File: src/rtl/io_pkg.sv
// Shared types and constants for the board-side input-port logic.
package io_pkg;

    // Button debounce states
    typedef enum logic [1:0] {
        IDLE        = 2'd0,
        DEB_PRESS   = 2'd1,
        PRESSED     = 2'd2,
        DEB_RELEASE = 2'd3
    } btn_state_t;

    // Flop count of every pin synchroniser
    localparam int SYNC_STAGES = 2;

    // Map a raw button level to "1 = pressed"
    function automatic logic btn_pressed(input logic lvl, input bit active_low);
        return active_low ? ~lvl : lvl;
    endfunction

endpackage : io_pkg

File: src/rtl/sync_2ff.sv
// Multi-flop synchroniser for asynchronous board inputs. Each bit is
// sampled independently, so multi-bit buses are only coherent once the
// source has been stable for a few cycles.
module sync_2ff
    import io_pkg::*;
#(
    parameter int             W         = 1,
    parameter logic [W-1:0]   RESET_VAL = '0
) (
    input  logic         clk,
    input  logic         n_reset,
    input  logic [W-1:0] d,
    output logic [W-1:0] q
);

    logic [W-1:0] stage_reg [SYNC_STAGES];

    for (genvar gi = 0; gi < SYNC_STAGES; gi++) begin : g_stage
        if (gi == 0) begin : g_first
            // First stage captures the asynchronous pin level
            always_ff @(posedge clk or negedge n_reset) begin
                if (!n_reset) stage_reg[gi] <= RESET_VAL;
                else          stage_reg[gi] <= d;
            end
        end else begin : g_next
            // Later stages give metastability time to resolve
            always_ff @(posedge clk or negedge n_reset) begin
                if (!n_reset) stage_reg[gi] <= RESET_VAL;
                else          stage_reg[gi] <= stage_reg[gi-1];
            end
        end
    end

    assign q = stage_reg[SYNC_STAGES-1];

endmodule : sync_2ff

File: src/rtl/in_port_ctrl.sv
// Producer side of the CPU input-port handshake: synchronises the
// switches and the ready button, debounces the button, snapshots the
// switches once per clean press and holds ready_out until the CPU acks.
module in_port_ctrl #(
    parameter int WIDTH           = 8,
    parameter int DEBOUNCE_CYCLES = 16,
    parameter int BTN_ACTIVE_LOW  = 1
) (
    input  logic             clk,
    input  logic             n_reset,
    input  logic [WIDTH-1:0] sw_raw,
    input  logic             btn_raw,
    input  logic             ack,
    output logic [WIDTH-1:0] data_out,
    output logic             ready_out,
    output logic             overrun
);

    import io_pkg::*;

    localparam int              CNT_W        = $clog2(DEBOUNCE_CYCLES + 1);
    localparam logic [CNT_W-1:0] CNT_ZERO    = '0;
    localparam logic [CNT_W-1:0] CNT_ONE     = CNT_W'(1);
    localparam logic [CNT_W-1:0] CNT_LAST    = CNT_W'(DEBOUNCE_CYCLES - 1);
    localparam logic [CNT_W-1:0] CNT_SAT     = '1;
    localparam bit               ONE_SAMPLE  = (DEBOUNCE_CYCLES == 1);
    localparam bit               ACTIVE_LOW  = (BTN_ACTIVE_LOW != 0);
    // Synchroniser resets to the released level so a button held through
    // reset is seen as a new press once reset lifts.
    localparam logic [0:0]       BTN_REL_LVL = ACTIVE_LOW ? 1'b1 : 1'b0;

    logic [WIDTH-1:0] sw_s;
    logic [0:0]       btn_sync;
    logic             btn_s;

    btn_state_t       state_reg, state_next;
    logic [CNT_W-1:0] cnt_reg, cnt_next;
    logic             do_latch;

    logic [WIDTH-1:0] data_reg;
    logic             ready_reg;
    logic             overrun_reg;

    sync_2ff #(
        .W         (WIDTH),
        .RESET_VAL ({WIDTH{1'b0}})
    ) u_sw_sync (
        .clk     (clk),
        .n_reset (n_reset),
        .d       (sw_raw),
        .q       (sw_s)
    );

    sync_2ff #(
        .W         (1),
        .RESET_VAL (BTN_REL_LVL)
    ) u_btn_sync (
        .clk     (clk),
        .n_reset (n_reset),
        .d       (btn_raw),
        .q       (btn_sync)
    );

    assign btn_s = btn_pressed(btn_sync[0], ACTIVE_LOW);

    // Debounce state and sample counter registers
    always_ff @(posedge clk or negedge n_reset) begin
        if (!n_reset) begin
            state_reg <= IDLE;
            cnt_reg   <= CNT_ZERO;
        end else begin
            state_reg <= state_next;
            cnt_reg   <= cnt_next;
        end
    end

    // Debounce next-state: a press or release must be seen for
    // DEBOUNCE_CYCLES consecutive samples; the snapshot strobe fires once
    // on the transition into PRESSED only.
    always_comb begin
        state_next = state_reg;
        cnt_next   = cnt_reg;
        do_latch   = 1'b0;
        unique case (state_reg)
            IDLE: begin
                if (btn_s) begin
                    if (ONE_SAMPLE) begin
                        state_next = PRESSED;
                        cnt_next   = CNT_ZERO;
                        do_latch   = 1'b1;
                    end else begin
                        state_next = DEB_PRESS;
                        cnt_next   = CNT_ONE;
                    end
                end
            end
            DEB_PRESS: begin
                if (!btn_s) begin
                    state_next = IDLE;
                    cnt_next   = CNT_ZERO;
                end else if (cnt_reg == CNT_LAST) begin
                    state_next = PRESSED;
                    cnt_next   = CNT_ZERO;
                    do_latch   = 1'b1;
                end else if (cnt_reg != CNT_SAT) begin
                    cnt_next   = cnt_reg + CNT_ONE;
                end
            end
            PRESSED: begin
                if (!btn_s) begin
                    if (ONE_SAMPLE) begin
                        state_next = IDLE;
                        cnt_next   = CNT_ZERO;
                    end else begin
                        state_next = DEB_RELEASE;
                        cnt_next   = CNT_ONE;
                    end
                end
            end
            DEB_RELEASE: begin
                if (btn_s) begin
                    // Release bounce: back to held, no second snapshot
                    state_next = PRESSED;
                    cnt_next   = CNT_ZERO;
                end else if (cnt_reg == CNT_LAST) begin
                    state_next = IDLE;
                    cnt_next   = CNT_ZERO;
                end else if (cnt_reg != CNT_SAT) begin
                    cnt_next   = cnt_reg + CNT_ONE;
                end
            end
            default: begin
                state_next = IDLE;
                cnt_next   = CNT_ZERO;
            end
        endcase
    end

    // Snapshot / ready / overrun handshake. A new snapshot always wins over
    // an ack on the same edge; an ack on that edge consumes the old value,
    // so no overrun is flagged.
    always_ff @(posedge clk or negedge n_reset) begin
        if (!n_reset) begin
            data_reg    <= '0;
            ready_reg   <= 1'b0;
            overrun_reg <= 1'b0;
        end else if (do_latch) begin
            data_reg  <= sw_s;
            ready_reg <= 1'b1;
            if (ready_reg) overrun_reg <= !ack;
        end else if (ack && ready_reg) begin
            ready_reg   <= 1'b0;
            overrun_reg <= 1'b0;
        end
    end

    assign data_out  = data_reg;
    assign ready_out = ready_reg;
    assign overrun   = overrun_reg;

endmodule : in_port_ctrl
File: config.mk
export PLATFORM = sky130hd
export DESIGN_NAME = in_port_ctrl
export DESIGN_NICKNAME = d
export VERILOG_FILES = /design/src/rtl/io_pkg.sv /design/src/rtl/sync_2ff.sv /design/src/rtl/in_port_ctrl.sv
export SDC_FILE = /design/constraint.sdc
export NUM_CORES = 1
export LEC_CHECK = 0
export BUFFER_PORTS_ARGS = -buffer_cell sky130_fd_sc_hd__buf_2
export CELL_PAD_IN_SITES_DETAIL_PLACEMENT = 1
export CELL_PAD_IN_SITES_GLOBAL_PLACEMENT = 1
export CORE_MARGIN = 2
export CORE_UTILIZATION = 47
export DETAILED_ROUTE_END_ITERATION = 8
export GPL_TIMING_DRIVEN = 0
export PLACE_DENSITY = 0.87
export REMOVE_ABC_BUFFERS = 1
export SETUP_SLACK_MARGIN = 0.15
export SKIP_CTS_REPAIR_TIMING = 1
export SLEW_MARGIN = 10
export SYNTH_ARGS = -nofsm -noshare
export SYNTH_HDL_FRONTEND = slang
export SYNTH_SLANG_ARGS = --single-unit
File: constraint.sdc
create_clock -name clk -period 4.2 [get_ports clk]
set_input_delay 0.42 -clock clk [delete_from_list [all_inputs] [get_ports clk]]
set_output_delay 0.42 -clock clk [all_outputs]
set_load 0.02 [all_outputs]
# Word level (Yosys, flattened, before mapping)
# Index checks and enable logic that the tools add are counted.
# word_totals
word_cells,48
regBits,35
input_bits,12
# classes
eq_ne,10
n_addsub,1
n_mux,21
n_reduce_logical,7
# op_table
op,count
$mux 5,6
$pmux 5 s4,1
$mux 2,6
$pmux 2 s4,1
$mux 1,7
$add 5x1->5 const B,1
$eq 5x4->1 const B,1
$ne 5x5->1 const B,1
$eq 2x2->1 const B,2
$ne 2x1->1 const B,2
$reduce_and 2->1,2
$reduce_and 4->1,1
$ne 3x2->1 const B,1
$ne 3x3->1 const B,1
$eq 2x1->1 const B,1
$logic_not 2->1,1
$ne 2x2->1 const B,1
$reduce_bool 2->1,1
$logic_and 1x1->1,1
$logic_not 1->1,1

# Longest topological paths before layout
# Gate-level depths: netlist (run 1).
# depth
ltp_word,6
ltp_mapped,4
mapped_depth_nobuf,4

# Modules after synthesis
# A second synthesis (run 1) with hierarchy kept.
# unflattened
cells_unflattened,88
hier_area_um2,1313.8
# by_module_without_submodules
module,instances,cells_per_inst,area_per_inst_um2,seq_area_each_um2
in_port_ctrl,1,62,800.8,425.4
sync_2ff at u_sw_sync,1,24,460.4,400.4
sync_2ff at u_btn_sync,1,2,52.6,52.6

# Least setup slack after synthesis (run 1)
# Ideal clock, no wire load.
# synth_path
kind,register -> register
start,reg cnt_reg[0]
end,reg data_reg[0] (netlist: data_out[0])
t_required_ps,4075
path_stages_with_launch,5
path_slack_ps,2743
arrival_time_ps,1333
cell_sequence,dfrtp_1 > ha_1 > and3_2 > nand3_4 > mux2_2
# synth_between
elab_chain_cells,4
# synth_rtl
item,line_no,source
"start, declared",in_port_ctrl.sv:37,"logic [CNT_W-1:0] cnt_reg, cnt_next;"
"start signal, assigned",in_port_ctrl.sv:73,cnt_reg <= cnt_next;
$eq 5x4->1,in_port_ctrl.sv:101,end else if (cnt_reg == CNT_LAST) begin
$mux 1,in_port_ctrl.sv:101,
$mux 1,in_port_ctrl.sv:98,if (!btn_s) begin
$mux 1,in_port_ctrl.sv:84,unique case (state_reg)
"end signal, assigned",in_port_ctrl.sv:148,data_reg <= sw_s;
"end, declared",in_port_ctrl.sv:40,logic [WIDTH-1:0] data_reg;
# No other way between the ends.
# A chain may end at the register's enable or synchronous reset.

# Final worst setup path (run 1)
# layout_path
start,reg cnt_reg[0]
end,reg data_reg[7] (netlist: data_out[7])
# The elaborated chain is that of the path after synthesis.

==> results of run 1 <==
synthesized netlist by cell type:
master                     instances  share of area, %
sky130_fd_sc_hd__nand4_1           2               1.0
sky130_fd_sc_hd__nand2_1           3              0.91
sky130_fd_sc_hd__and2_2            1              0.61
sky130_fd_sc_hd__nand2b_1          2               1.0
sky130_fd_sc_hd__dfstp_2           2               4.3
sky130_fd_sc_hd__o211ai_1          2               1.2
sky130_fd_sc_hd__a31oi_1           2               1.0
sky130_fd_sc_hd__buf_4             1              0.61
sky130_fd_sc_hd__nand3_1           2              0.81
sky130_fd_sc_hd__nand3_4           1               1.4
sky130_fd_sc_hd__and3_2            1              0.61
sky130_fd_sc_hd__mux2i_1           1              0.81
sky130_fd_sc_hd__o22ai_1           2               1.0
sky130_fd_sc_hd__o21ai_0           1              0.40
sky130_fd_sc_hd__and2b_1           1              0.61
sky130_fd_sc_hd__dfrtp_1          33                67
sky130_fd_sc_hd__o32ai_1           1              0.71
sky130_fd_sc_hd__a211oi_1          1              0.61
sky130_fd_sc_hd__nor2_1            2              0.61
sky130_fd_sc_hd__inv_1             4               1.2
sky130_fd_sc_hd__mux2_2            8               7.3
sky130_fd_sc_hd__a21oi_1           1              0.40
sky130_fd_sc_hd__ha_1              1               1.0
sky130_fd_sc_hd__xor2_1            1              0.71
sky130_fd_sc_hd__xnor2_1           1              0.71
sky130_fd_sc_hd__a41oi_1           1              0.71
sky130_fd_sc_hd__a22oi_1           1              0.61
sky130_fd_sc_hd__a21bo_2           1              0.81
sky130_fd_sc_hd__a21boi_0          1              0.61
sky130_fd_sc_hd__and4_2            1              0.81
logic make-up (layout without fill, tap and decap cells):
group,Yosys count,count (layout),share of synthesized area [%]
AOI/OAI and AO/OA,14,14,8.10
xor gates and xnor gates,2,2,1.42
adders and majority gates,1,1,1.01
buffers and inverters,5,32,1.82
DFF,35,35,71.1
muxes,9,9,8.11
and+or+nand+nor,16,16,8.41
worst max-delay path by stage:
stage / slack, ns / to
floorplan: 2.74 / data_out[0]$_DFFE_PN0P_
global placement: 2.65 / data_out[7]$_DFFE_PN0P_
detailed placement: 2.62 / data_out[3]$_DFFE_PN0P_
CTS: 2.59 / data_out[7]$_DFFE_PN0P_
global route: 2.53 / data_out[7]$_DFFE_PN0P_
finish: 2.59 / data_out[7]$_DFFE_PN0P_
layer usage:
layer	GRT usage, %	up-vias	share of wire [%]
met4	7.32	0	1.0
met5	0	-	0
met2	27.6	20	56
met3	6.32	4	4.8
met1	17.6	375	38
li1	-	344	-
stage by stage:
stage                     hold slack, ns  utilization, %  setup slack [ns]  instances
after floorplan                    0.124               -              2.74         81
after global placement             0.333            55.3              2.65        132
after detailed placement           0.337            55.3              2.62        132
after CTS                          0.148            57.6              2.59        139
after global routing               0.155            57.6              2.53        139
final                              0.141            57.6              2.59        139
area by class of cell:
type                            instances  area (sq um)  area share [%]
Multi-Input combinational cell         42           334            23.4
Sequential cell                        35           878            61.6
Inverter                                4          15.0            1.05
Clock buffer                            6          51.3            3.60
Timing Repair Buffer                   21           105            7.37
Tap cell                               30          37.5            2.63
Clock inverter                          1          5.00           0.351
power by group through the flow:
stage / registers [mW] / clock network (mW) / logic [mW]
2_1_floorplan: 0.365 / 0 / 0.0147
3_3_place_gp: 0.365 / 0 / 0.0291
3_5_place_dp: 0.367 / 0 / 0.0310
4_1_cts: 0.360 / 0.188 / 0.0311
5_1_grt: 0.362 / 0.203 / 0.0352
6_report: 0.360 / 0.178 / 0.0301
==> flow_metrics.env, run 1 <==
export IMPL_final_common_cell="sky130_fd_sc_hd__dfrtp_1"
export IMPL_logic_pwr_share_pct=5.3
export IMPL_crit_path_max_incr_delay_ns=0.45
export IMPL_maximum_number_of_pins_on_one_net_before_global_route_repair=36
export IMPL_post_route_period_util_pct=38.4
export IMPL_worst_case_clock_buffer_depth=2
export IMPL_timing_final_setup_violations=0
export IMPL_timing_reg2reg_worst_path_depth=4
export IMPL_drtAntennaViolNets=0
export IMPL_leading_cell_types_in_the_layout_fill_and_taps_excluded="sky130_fd_sc_hd__dfrtp_1, sky130_fd_sc_hd__buf_2, sky130_fd_sc_hd__mux2_2"
export IMPL_timing_critical_path_from="cnt_reg[0]$_DFFE_PN0P_"
export IMPL_start_util_pct=49.8
export IMPL_power_total_mw=0.568
export IMPL_wirelength_microns=2010
export IMPL_drv_max_cap_violation_count=0
export IMPL_antenna_diode_count=0
export IMPL_root_buffer="sky130_fd_sc_hd__clkbuf_4"
export IMPL_power_density_cell_area_nw_per_um2=398
export IMPL_setup_repair_after_global_routing_missed_its_margin="no"
export IMPL_leakage_nw=0.688
export IMPL_portBuffers=21
export IMPL_num_cts_buffers=5
export IMPL_yosys_register_bits=35
export IMPL_clk_latency_worst_skew_pair_ns=0.33
export IMPL_run_status="completed"
export IMPL_drtPass1Iterations=4
export IMPL_reg2reg_slack_ns=2.59
export IMPL_r2r_start="cnt_reg[0]$_DFFE_PN0P_"
export IMPL_cts_tree="yes"
export IMPL_crit_cells=4
export IMPL_yosysUniqueCellTypes=30
export IMPL_filler_cell_count=255
export IMPL_internal_power_mw=0.441
export IMPL_avgViaCountPerCell=5.35
export IMPL_share_of_total_power_in_sequential_cells_pct=63.4
export IMPL_worst_pin_slew_ns=0.730
export IMPL_place_detailed_hpwl_microns=1510
export IMPL_stdcell_area_sq_um=1430
export IMPL_wire_length_of_the_first_global_routing_pass_microns=3650
export IMPL_drc=0
export IMPL_clkSinkCount=35
export IMPL_place_congestion=0.754
export IMPL_worst_path_arrival_time_ns=1.82
export IMPL_netlist_area_sq_um=1230
export IMPL_net_switching_mw=0.127
export IMPL_endpoint_kind="register"
export IMPL_synth_warning_count=0
export IMPL_worst_path_cell_with_the_longest_stage_delay="sky130_fd_sc_hd__dfrtp_1"
export IMPL_finalCriticalPeriod_ns=1.61
export IMPL_crit_path_cell_chain="ha_1 -> and3_2 -> nand3_4 -> mux2_2"
export IMPL_finalMaxSlewViolations=0
export IMPL_fp_coreArea_sq_um=2480
export IMPL_timing_critical_path_max_delay_family="flip-flops"
export IMPL_power_switching_share_pct=22.4
export IMPL_rr_endpoint="data_out[7]$_DFFE_PN0P_"
export IMPL_chipWidth_microns=55.3
export IMPL_cp_buffers_inverters=0
export IMPL_number_of_design_rule_violations_left_by_the_first_detailed_router_iteration=10
export IMPL_h_tree_lvl_count=2
export IMPL_number_of_antenna_violations_at_the_first_check_in_global_routing=0
export IMPL_irDropWorstVdd_mv=0.289
export IMPL_grt_ovfl_total=0
export IMPL_dr_total_vias=743
export IMPL_placed_area_sq_um=1370
export IMPL_critical_path_peak_fanout=9
export IMPL_fp_dieArea_sq_um=3050
export IMPL_drive_above_1_share_pct=39.4
export IMPL_timing_max_slew_rel_slack_pct=51.3
export IMPL_ioPinCount=22
export IMPL_cp_required_ns=4.41
export IMPL_fp_dieH_microns=55.3
export IMPL_grt_pass1_vias=845
export IMPL_track_usage_pct=16.1
export IMPL_detail_route_wl_per_cell_microns=14.5
export IMPL_ys_seq_area_share_pct=71.1
export IMPL_avgSynthCellArea_sq_um=15.1
export IMPL_final_nets=122
export IMPL_max_freq_mhz=619
export IMPL_count_of_standard_cell_rows=18
export IMPL_power_share_clock_pct=31.4
export IMPL_fin_tns_setup_ns=0
export IMPL_synthToLayoutAreaGrowth_pct=15.5
export IMPL_startpoint_type="register"
export IMPL_hp_class="in -> async"
export IMPL_critical_path_class="reg -> reg"
export IMPL_post_synthesis_cell_count=82
export IMPL_final_hold_viol_count=0
export IMPL_clk_transition_reported_paths_ns=0.11
export IMPL_post_route_clock_skew_ns=0.0173
Note: power is estimated with default switching activity, not from simulation.
==> run 2, diff against run 1 <==
Settings changed: ABC_AREA set to 1, CORE_UTILIZATION 47 to 42, PLACE_DENSITY 0.87 to 0.82.
Clock period 4.2 ns to 1.6 ns, I/O delays scaled along.
==> run 2 against run 1 <==
- clock skew fell by 0.0074 ns
- global-route usage rose by 2.0 points
- sequential cell count did not move
- register-to-register slack lost 2.4 ns
- critical path depth increased by 3
- routed wire length increased by 42%
- highest routed layer unchanged
==> flow_metrics.env, run 2 <==
export IMPL_start_util_pct=43.3
export IMPL_detail_route_wl_per_cell_microns=14.6
export IMPL_wirelength_microns=2860
export IMPL_drc=0
export IMPL_synth_top_area_share_pct=64.1
export IMPL_ioPinCount=22
export IMPL_place_inst=171
export IMPL_fp_dieH_microns=59.4
export IMPL_netlist_area_sq_um=1290
export IMPL_portBuffers=21
export IMPL_timing_final_setup_violations=0
export IMPL_post_synthesis_cell_count=118
export IMPL_wire_length_of_the_first_global_routing_pass_microns=4460
export IMPL_cts_tree="yes"
export IMPL_fp_coreArea_sq_um=2980
export IMPL_worst_pin_slew_ns=0.760
export IMPL_leading_cell_types_in_the_layout_fill_and_taps_excluded="sky130_fd_sc_hd__nand2_1, sky130_fd_sc_hd__dfrtp_1, sky130_fd_sc_hd__buf_2"
export IMPL_worst_path_arrival_time_ns=1.61
export IMPL_number_of_design_rule_violations_left_by_the_first_detailed_router_iteration=37
export IMPL_clkSinkCount=35
export IMPL_synthToLayoutAreaGrowth_pct=27.3
export IMPL_endpoint_kind="register"
export IMPL_post_route_clock_skew_ns=0.00989
export IMPL_synthFlopType="sky130_fd_sc_hd__dfrtp_1"
export IMPL_clk_latency_worst_skew_pair_ns=0.34
export IMPL_power_total_mw=1.50
export IMPL_count_of_standard_cell_rows=20
export IMPL_synth_area_leaders="sky130_fd_sc_hd__dfrtp_1, sky130_fd_sc_hd__nand2_1, sky130_fd_sc_hd__nand3_1"
export IMPL_ys_top_cells_by_count="sky130_fd_sc_hd__nand2_1, sky130_fd_sc_hd__dfrtp_1, sky130_fd_sc_hd__nand3_1"
export IMPL_num_cts_buffers=5
export IMPL_setup_repair_after_global_routing_missed_its_margin="no"
export IMPL_place_detailed_hpwl_microns=1930
export IMPL_antenna_diode_count=0
export IMPL_max_freq_mhz=725
export IMPL_place_congestion=0.718
export IMPL_cp_required_ns=1.83
export IMPL_root_buffer="sky130_fd_sc_hd__clkbuf_4"
export IMPL_maximum_number_of_pins_on_one_net_before_global_route_repair=36
export IMPL_worst_case_clock_buffer_depth=2
export IMPL_worst_hold_slack_ns=0.127
export IMPL_filler_cell_count=343
export IMPL_yosysTopAreaCell="sky130_fd_sc_hd__dfrtp_1"
export IMPL_h_tree_lvl_count=2
export IMPL_synth_enable_flop_cells=0
export IMPL_avgSynthCellArea_sq_um=10.9
export IMPL_fin_tns_setup_ns=0
export IMPL_yosys_register_bits=35
export IMPL_ys_seq_area_share_pct=68.2
export IMPL_synth_most_common_cell="sky130_fd_sc_hd__nand2_1"
export IMPL_stdcell_count=196
export IMPL_finalMaxSlewViolations=0
export IMPL_timing_max_slew_rel_slack_pct=49.3
export IMPL_startpoint_type="register"
export IMPL_grt_pass1_vias=995
export IMPL_async_reset_ff_share_pct=100
export IMPL_final_hold_viol_count=0
export IMPL_hp_class="in -> reg"
export IMPL_avgViaCountPerCell=4.88
export IMPL_synth_warning_count=0
export IMPL_final_common_cell="sky130_fd_sc_hd__nand2_1"
export IMPL_finalCriticalPeriod_ns=1.38
export IMPL_run_status="completed"
export IMPL_yosysUniqueCellTypes=18
export IMPL_drive_above_1_share_pct=28.8
export IMPL_track_usage_pct=18.1
export IMPL_critical_path_class="reg -> reg"
export IMPL_utilization_after_layout_pct=55.1
export IMPL_drtPass1Iterations=2
export IMPL_leakage_nw=0.890
export IMPL_chipWidth_microns=59.4
export IMPL_irDropWorstVdd_mv=0.574
export IMPL_critical_path_peak_fanout=6
export IMPL_final_nets=175
export IMPL_grt_ovfl_total=0
export IMPL_drv_max_cap_violation_count=0
export IMPL_number_of_antenna_violations_at_the_first_check_in_global_routing=0
export IMPL_clk_transition_reported_paths_ns=0.10
export IMPL_drtAntennaViolNets=0
export IMPL_post_route_period_util_pct=86.2
export IMPL_dr_total_vias=956
export IMPL_power_density_cell_area_nw_per_um2=912
export IMPL_fp_dieArea_sq_um=3530
## run 2: kinds of logic after synthesis
logic type                 synth area share [%]
adders and majority gates                 0.971
AOI/OAI and AO/OA                          3.11
and+or+nand+nor                            24.3
buffers and inverters                      3.49
DFF                                        68.2
## run 2: worst paths after layout
kind / slack (ns) / cells past startpoint / start / to
min reg2reg: 0.36 / 0 / u_sw_sync.stage_reg[15]$_DFF_PN0_ / u_sw_sync.q[7]$_DFF_PN0_
min in group asynchronous: 0.46 / 2 / n_reset / u_sw_sync.q[4]$_DFF_PN0_
max in group asynchronous: 0.62 / 2 / n_reset / cnt_reg[1]$_DFFE_PN0P_
max reg2reg: 0.22 / 7 / cnt_reg[0]$_DFFE_PN0P_ / register
min: 0.13 / 4 / ack / overrun$_DFFE_PN0P_
max: 0.22 / 7 / cnt_reg[0]$_DFFE_PN0P_ / register
## run 2: layout make-up
class	instances	area [sq um]	share of cell area, %
Timing Repair Buffer	38	262	15.9
Multi-Input combinational cell	74	378	23.0
Sequential cell	35	880	53.6
Clock inverter	1	5.00	0.305
Tap cell	33	41.3	2.52
Clock buffer	7	45.0	2.75
Inverter	8	30.0	1.83
## run 2: stage by stage
stage	setup slack, ns	instance area (sq um)
6_report	0.221	1640
5_1_grt	0.130	1640
4_1_cts	0.0257	1470
3_5_place_dp	0.0394	1420
3_3_place_gp	0.133	1420
2_1_floorplan	0.302	1270
## run 2: critical path, stage by stage (launching register included)
cell                      delay (ns)
sky130_fd_sc_hd__dfrtp_1        0.44
sky130_fd_sc_hd__ha_4           0.18
sky130_fd_sc_hd__nand3_2        0.11
sky130_fd_sc_hd__nor2_4         0.24
sky130_fd_sc_hd__buf_6          0.14
sky130_fd_sc_hd__nand2_4        0.05
sky130_fd_sc_hd__nand2_2        0.06
sky130_fd_sc_hd__o21ai_2        0.05
## run 2: power by group
group          switching (mW)  internal [mW]  total [mW]
sequential             0.0225          0.919       0.941
combinational          0.0593         0.0517       0.111
clock                   0.273          0.171       0.445
## run 2: layer usage
metal / part of all wire, % / track usage (%) / vias to the layer above
met4: 2.5 / 8.77 / 0
met3: 3.7 / 6.55 / 9
li1: - / - / 462
met1: 39 / 20.3 / 465
met2: 55 / 30.3 / 20
met5: 0 / 0 / -
